File: config.mk
export PLATFORM = sky130hd
export DESIGN_NAME = register_file
export DESIGN_NICKNAME = d
export VERILOG_FILES = /design/src/rtl/riscat_pkg.sv /design/src/rtl/regfile_scoreboard.sv /design/src/rtl/register_file.sv
export SDC_FILE = /design/constraint.sdc
export NUM_CORES = 1
export LEC_CHECK = 0
export CORE_MARGIN = 3
export CORE_UTILIZATION = 48
export CTS_CLUSTER_DIAMETER = 200
export CTS_CLUSTER_SIZE = 14
export DETAILED_ROUTE_END_ITERATION = 8
export PLACE_DENSITY = 0.7
export SYNTH_ARGS = -nofsm -noshare
export SYNTH_HDL_FRONTEND = slang
export SYNTH_SLANG_ARGS = --single-unit
File: constraint.sdc
create_clock -name clk -period 4.17 [get_ports clk]
set_input_delay 0.6255 -clock clk [delete_from_list [all_inputs] [get_ports clk]]
set_output_delay 0.6255 -clock clk [all_outputs]
set_load 0.01 [all_outputs]
File: src/rtl/riscat_pkg.sv
// Shared types and sizing for the RV32I integer register file.
package riscat_pkg;

  localparam int unsigned XLEN     = 32;
  localparam int unsigned NUM_REGS = 32;
  localparam int unsigned ADDR_W   = $clog2(NUM_REGS);

  typedef logic [ADDR_W-1:0] reg_addr_t;
  typedef logic [XLEN-1:0]   xlen_t;

  typedef enum logic {RF_INIT, RF_RUN} rf_state_t;

  localparam reg_addr_t LAST_REG = reg_addr_t'(NUM_REGS - 1);

endpackage

File: src/rtl/regfile_scoreboard.sv
// Per-register busy scoreboard with set-over-clear priority and two lookups.
// Optional REGFILE_BYPASS_EN hides busy for a register being written this cycle.
module regfile_scoreboard
  import riscat_pkg::*;
(
  input  logic      clk,
  input  logic      reset,
  input  logic      run,
  input  logic      set_en,
  input  reg_addr_t set_addr,
  input  logic      clr_en,
  input  reg_addr_t clr_addr,
  input  reg_addr_t rs1_addr,
  input  reg_addr_t rs2_addr,
  output logic      rs1_busy,
  output logic      rs2_busy
);

  logic [NUM_REGS-1:0] busy;
  logic [NUM_REGS-1:0] busy_next;

  // Set is applied after clear so a freshly issued producer wins.
  // NOTE: every combinational output gets a default first, so no path leaves it unassigned (no latch).
  always_comb begin
    busy_next = busy;
    if (clr_en) busy_next[clr_addr] = 1'b0;
    if (set_en) busy_next[set_addr] = 1'b1;
    busy_next[0] = 1'b0;
  end

  // NOTE: state registers use non-blocking assignments so all flops update together at the edge.
  always_ff @(posedge clk) begin
    if (reset) begin
      busy <= '0;
    end else if (run) begin
      busy <= busy_next;
    end
  end

  always_comb begin
    rs1_busy = run && busy[rs1_addr];
    rs2_busy = run && busy[rs2_addr];
`ifdef REGFILE_BYPASS_EN
    if (clr_en && clr_addr == rs1_addr) rs1_busy = 1'b0;
    if (clr_en && clr_addr == rs2_addr) rs2_busy = 1'b0;
`endif
  end

endmodule

File: src/rtl/register_file.sv
// 32 x XLEN register file: zero-sweep init FSM, two registered read ports, busy scoreboard.
// Define REGFILE_BYPASS_EN for write-first reads and write-aware busy reporting.
module register_file
  import riscat_pkg::*;
(
  input  logic      clk,
  input  logic      reset,
  input  logic      wr_en,
  input  reg_addr_t wr_addr,
  input  xlen_t     wr_data,
  input  logic      rd_req,
  input  reg_addr_t rs1_addr,
  input  reg_addr_t rs2_addr,
  output xlen_t     rs1_data,
  output xlen_t     rs2_data,
  output logic      rd_valid,
  input  logic      busy_set_en,
  input  reg_addr_t busy_set_addr,
  output logic      rs1_busy,
  output logic      rs2_busy,
  output logic      init_done
);

  rf_state_t state;
  reg_addr_t sweep_idx;
  logic      run;

  assign run       = (state == RF_RUN);
  assign init_done = run;

  always_ff @(posedge clk) begin
    if (reset) begin
      state     <= RF_INIT;
      sweep_idx <= '0;
    end else if (!run) begin
      sweep_idx <= sweep_idx + reg_addr_t'(1);
      if (sweep_idx == LAST_REG) state <= RF_RUN;
    end
  end

  // The sweep and writeback share the single write port; the sweep owns it during INIT.
  xlen_t     mem [NUM_REGS];
  logic      mem_we;
  reg_addr_t mem_waddr;
  xlen_t     mem_wdata;

  always_comb begin
    mem_we    = 1'b0;
    mem_waddr = wr_addr;
    mem_wdata = wr_data;
    if (!reset) begin
      if (!run) begin
        mem_we    = 1'b1;
        mem_waddr = sweep_idx;
        mem_wdata = '0;
      end else if (wr_en && wr_addr != '0) begin
        mem_we = 1'b1;
      end
    end
  end

  // NOTE: storage has no reset so it maps onto RAM; the INIT sweep zeroes it instead.
  always_ff @(posedge clk) begin
    if (mem_we) mem[mem_waddr] <= mem_wdata;
  end

  xlen_t rs1_next;
  xlen_t rs2_next;

  always_comb begin
    rs1_next = mem[rs1_addr];
    rs2_next = mem[rs2_addr];
`ifdef REGFILE_BYPASS_EN
    if (wr_en && wr_addr == rs1_addr) rs1_next = wr_data;
    if (wr_en && wr_addr == rs2_addr) rs2_next = wr_data;
`endif
    if (rs1_addr == '0) rs1_next = '0;
    if (rs2_addr == '0) rs2_next = '0;
  end

  always_ff @(posedge clk) begin
    if (reset) begin
      rd_valid <= 1'b0;
      rs1_data <= '0;
      rs2_data <= '0;
    end else begin
      rd_valid <= run && rd_req;
      if (run && rd_req) begin
        rs1_data <= rs1_next;
        rs2_data <= rs2_next;
      end
    end
  end

  regfile_scoreboard u_scoreboard (
    .clk      (clk),
    .reset    (reset),
    .run      (run),
    .set_en   (busy_set_en),
    .set_addr (busy_set_addr),
    .clr_en   (wr_en),
    .clr_addr (wr_addr),
    .rs1_addr (rs1_addr),
    .rs2_addr (rs2_addr),
    .rs1_busy (rs1_busy),
    .rs2_busy (rs2_busy)
  );

endmodule

==> impl_results.md <==
- Status: finished with violations
- Failing checks: capacitance limit, slew limit
- Initial antenna violation count: 0
- Final hold violation count: 0
- First DRT Iteration DRCs: 4,666
- DP Area: 56,480 sq um
- Post-CTS setup buffer count: 0
- CTS Root Cell: clkbuf_16
- Worst setup path class: primary input to primary output
- Hold Buf Count CTS: 0
- Worst setup EP type: primary output
- Clock transition at path regs: 0.06 ns
- Number of remaining DRC errors: 0
- Worst Hold Class: flip-flop to flip-flop
- Post-synth top area share: 0.5796
- Hold path depth: 2
- HP Start: u_scoreboard.busy[27]
- TritonCTS clock tree: built
- Fin area: 59,090 sq um
- Area leader, netlist: edfxtp_1
- Slew Limit Fails: 27
- Chip height: 338.4 microns
- Clock Latency Late Sink: 0.66 ns
- Count leader, synth: edfxtp_1
- Reg2Reg Setup Slack: 0.84 ns
- Cell Count, Final, Fillers Out: 5,095
- Initial Util: 0.4853
- Crit path max-delay family: multiplexers
- Post-synth cell types: 46
- Via density: 6.697
- Max FO, Critical Path: 32
- CP max stage delay: 0.56 ns
- Critical Path RT: 3.54 ns
- Tightest Pin Transition: 1.519 ns
- Maximum clock rate: 299.3 MHz
- Cell Chain, Critical Path: buf_8, mux4_2, mux2_2, a31oi_1, a21boi_0, clkdlybuf4s50_1
- Post-route clock period utilization: 0.8011
- YS warnings: 0
- Avg Cell Area, Syn: 15.42 sq um
- Register area: 32,790 sq um
- Die area: 114,500 sq um
- Worst Hold End: u_scoreboard.busy[27]
- CTS H-tree lvls: 3
- Placed cells: 4,934
- Synthesized flop and latch total: 1,126
- Vias: 34,120
- Leakage: 19.80 nW
- Top_reg_cell synth: edfxtp_1
- Setup tns final: 0 ns
- Row count: 121
- Final nets: 3,609
- Clock skew: 0.02727 ns
- Synth Cell Area: 53,050 sq um
- Slew HR: -0.01281
- Hpwl dp: 99,000 microns
- CP Launch Type: primary input
- Synthesized net count: 3,499
- Detail Route Antenna Nets: 0
- Worst Path Arrival: 2.72 ns
- Async set-or-reset flop fraction in the synthesized netlist: 0
- Chip width: 338.4 microns
- CTS resizes: 0
- Max cap viols: 1
- DP Worst Slack: 0.7057 ns
- Cells on worst reg2reg path: 5
- Sequential share of power: 0.550
- Core region area: 109,300 sq um
- WL final: 163,500 microns
- Combinational Power Share: 0.094
- Fillers: 8,733
- Final setup violation count: 0
- Post-synthesis sequential area ratio: 0.6181
- Crit path launch: rs2_addr[0]
- I/O Pins: 125
- GR Overflow Total: 0
- Final Worst Setup Slack: 0.8294 ns
- Clk network pwr share: 0.357
- R2r startpoint: init_done
- Reg2reg end: mem[17][10]
- Most frequent cells after synthesis: 1,024 x edfxtp_1, 544 x mux2i_1, 215 x o22ai_1, 206 x mux4_2, 175 x mux2_2
- Post-synth EDFFs: 1,024
- First-pass GRT wire length: 234,800 microns
- Largest cells by area after synthesis: edfxtp_1 58%, mux2i_1 10%, mux4_2 8.7%
- Peak supply drop: 0.3584 mV
- Drt pass-1 iters: 6
- CTS buffer count: 90
- Sw Ratio: 0.2329
- RePlAce Congestion: 0.8499
- I/O Buffers: 124
- Layout cell share with drive strength beyond 1: 0.2071
- Fin crit period: 3.341 ns
- Multi-input gate area in the final layout: 18,970 sq um
- GRT Total Usage: 0.2792
- Clock sink total: 1,126
- RSZ-0062 raised after global routing: no
- WP buf/inv: 2
- Area Overhead vs Synth: 11.38%
- Largest net degree at the start of global routing: 95
- PD cells: 383.0 nW/um^2
- Cells after Synth: 3,440
- Net switching power: 0.005271 W
- Total Power: 0.02263 W
- Per-cell routed wire length: 32.09 microns
- Slowest CP cell: mux4_2
- Pint: 0.01736 W
- Vias in the first global route: 33,570
- Clock Path Buffers: 3
==> state kept, by name, indices dropped and copies added, names as in the netlist <==
| signal | flops |
|---|---|
| rs1_data | 32 |
| u_scoreboard.busy | 31 |
| rd_valid | 1 |
| sweep_idx | 5 |
| rs2_data | 32 |
| mem | 1024 |
| init_done | 1 |
==> per-layer routing <==
metal | vias up | part of all wire | global-route usage
met3 | 351 | 0.12 | 0.05982
met5 | - | 0 | 0
met2 | 2126 | 0.45 | 0.4294
met1 | 17490 | 0.39 | 0.3976
li1 | 14160 | - | -
met4 | 0 | 0.036 | 0.09317
==> how the worst max path moves through the flow <==
stage / endpoint / slack (ns) / depth (start not counted)
2_1_floorplan: mem[24][0] / 0.71 / 7
3_3_place_gp: mem[17][18] / 0.73 / 6
3_5_place_dp: mem[17][18] / 0.71 / 6
4_1_cts: rs2_busy / 0.86 / 6
5_1_grt: mem[17][20] / 0.74 / 5
6_report: rs2_busy / 0.83 / 6
==> worst min-delay path: stages, from the launching register on <==
cell,delay [ns]
dfxtp_1,0.32
o21ai_0,0.07
a21oi_1,0.06
==> cells by family (layout without fill, tap and decap cells) <==
| logic type | count (synthesis) | count (layout) | share of synthesized area |
|---|---|---|---|
| compound gates | 760 | 760 | 0.09232 |
| xor+xnor | 2 | 2 | 0.0003303 |
| fa+ha+maj | 2 | 2 | 0.0004716 |
| buf+inv | 281 | 458 | 0.03198 |
| flops | 1126 | 1126 | 0.6181 |
| mux | 925 | 925 | 0.2273 |
| other cells | 0 | 2 | 0 |
| simple gates | 344 | 344 | 0.02951 |
==> metrics by stage <==
step | util | hold slack, ns
2_1_floorplan | - | 0.4603
3_3_place_gp | 0.5167 | 0.4742
3_5_place_dp | 0.5167 | 0.4849
4_1_cts | 0.5405 | 0.4951
5_1_grt | 0.5405 | 0.5123
6_report | 0.5405 | 0.4894
==> power groups by stage <==
stage,logic (W),clock network (W),registers [W]
global placement,0.00205,0,0.0127
floorplan,0.00135,0,0.0127
global route,0.00220,0.00857,0.0124
detailed placement,0.00207,0,0.0127
finish,0.00212,0.00807,0.0124
CTS,0.00208,0.00814,0.0124
==> placed cells by master (no fill, tap or decap), types with 5 or more instances in the layout <==
| cell | Yosys | layout |
|---|---|---|
| clkbuf_1 | 118 | 64 |
| nor3b_1 | 9 | 9 |
| o21ai_0 | 104 | 104 |
| o22ai_1 | 215 | 215 |
| mux4_2 | 206 | 206 |
| edfxtp_1 | 1024 | 1024 |
| or2_2 | 5 | 5 |
| nor2b_1 | 39 | 5 |
| nand2_1 | 118 | 115 |
| o21a_1 | 64 | 64 |
| nor2b_2 | 0 | 32 |
| a211oi_1 | 64 | 64 |
| o221ai_1 | 41 | 41 |
| clkdlybuf4s50_1 | 0 | 114 |
| a221oi_1 | 64 | 64 |
| buf_4 | 57 | 153 |
| dfxtp_1 | 102 | 102 |
| mux2i_1 | 544 | 544 |
| buf_12 | 1 | 27 |
| mux2_2 | 175 | 175 |
| nand3_1 | 28 | 28 |
| nor3_1 | 6 | 6 |
| nor2_4 | 0 | 35 |
| a21oi_1 | 161 | 161 |
| nor2_1 | 112 | 77 |
| o21ai_1 | 14 | 14 |
| clkbuf_16 | 0 | 93 |
| a211o_1 | 23 | 23 |
==> area by class of cell <==
type,instances,area share
Timing Repair Buffer,299,0.04866
Clock buffer,157,0.04345
Sequential cell,1126,0.5550
Tap cell,1476,0.03126
Multi-Input combinational cell,2033,0.3211
Clock inverter,2,0.0004871
Antenna cell,2,0.00008470
Note: power is estimated with default switching activity, not from simulation.
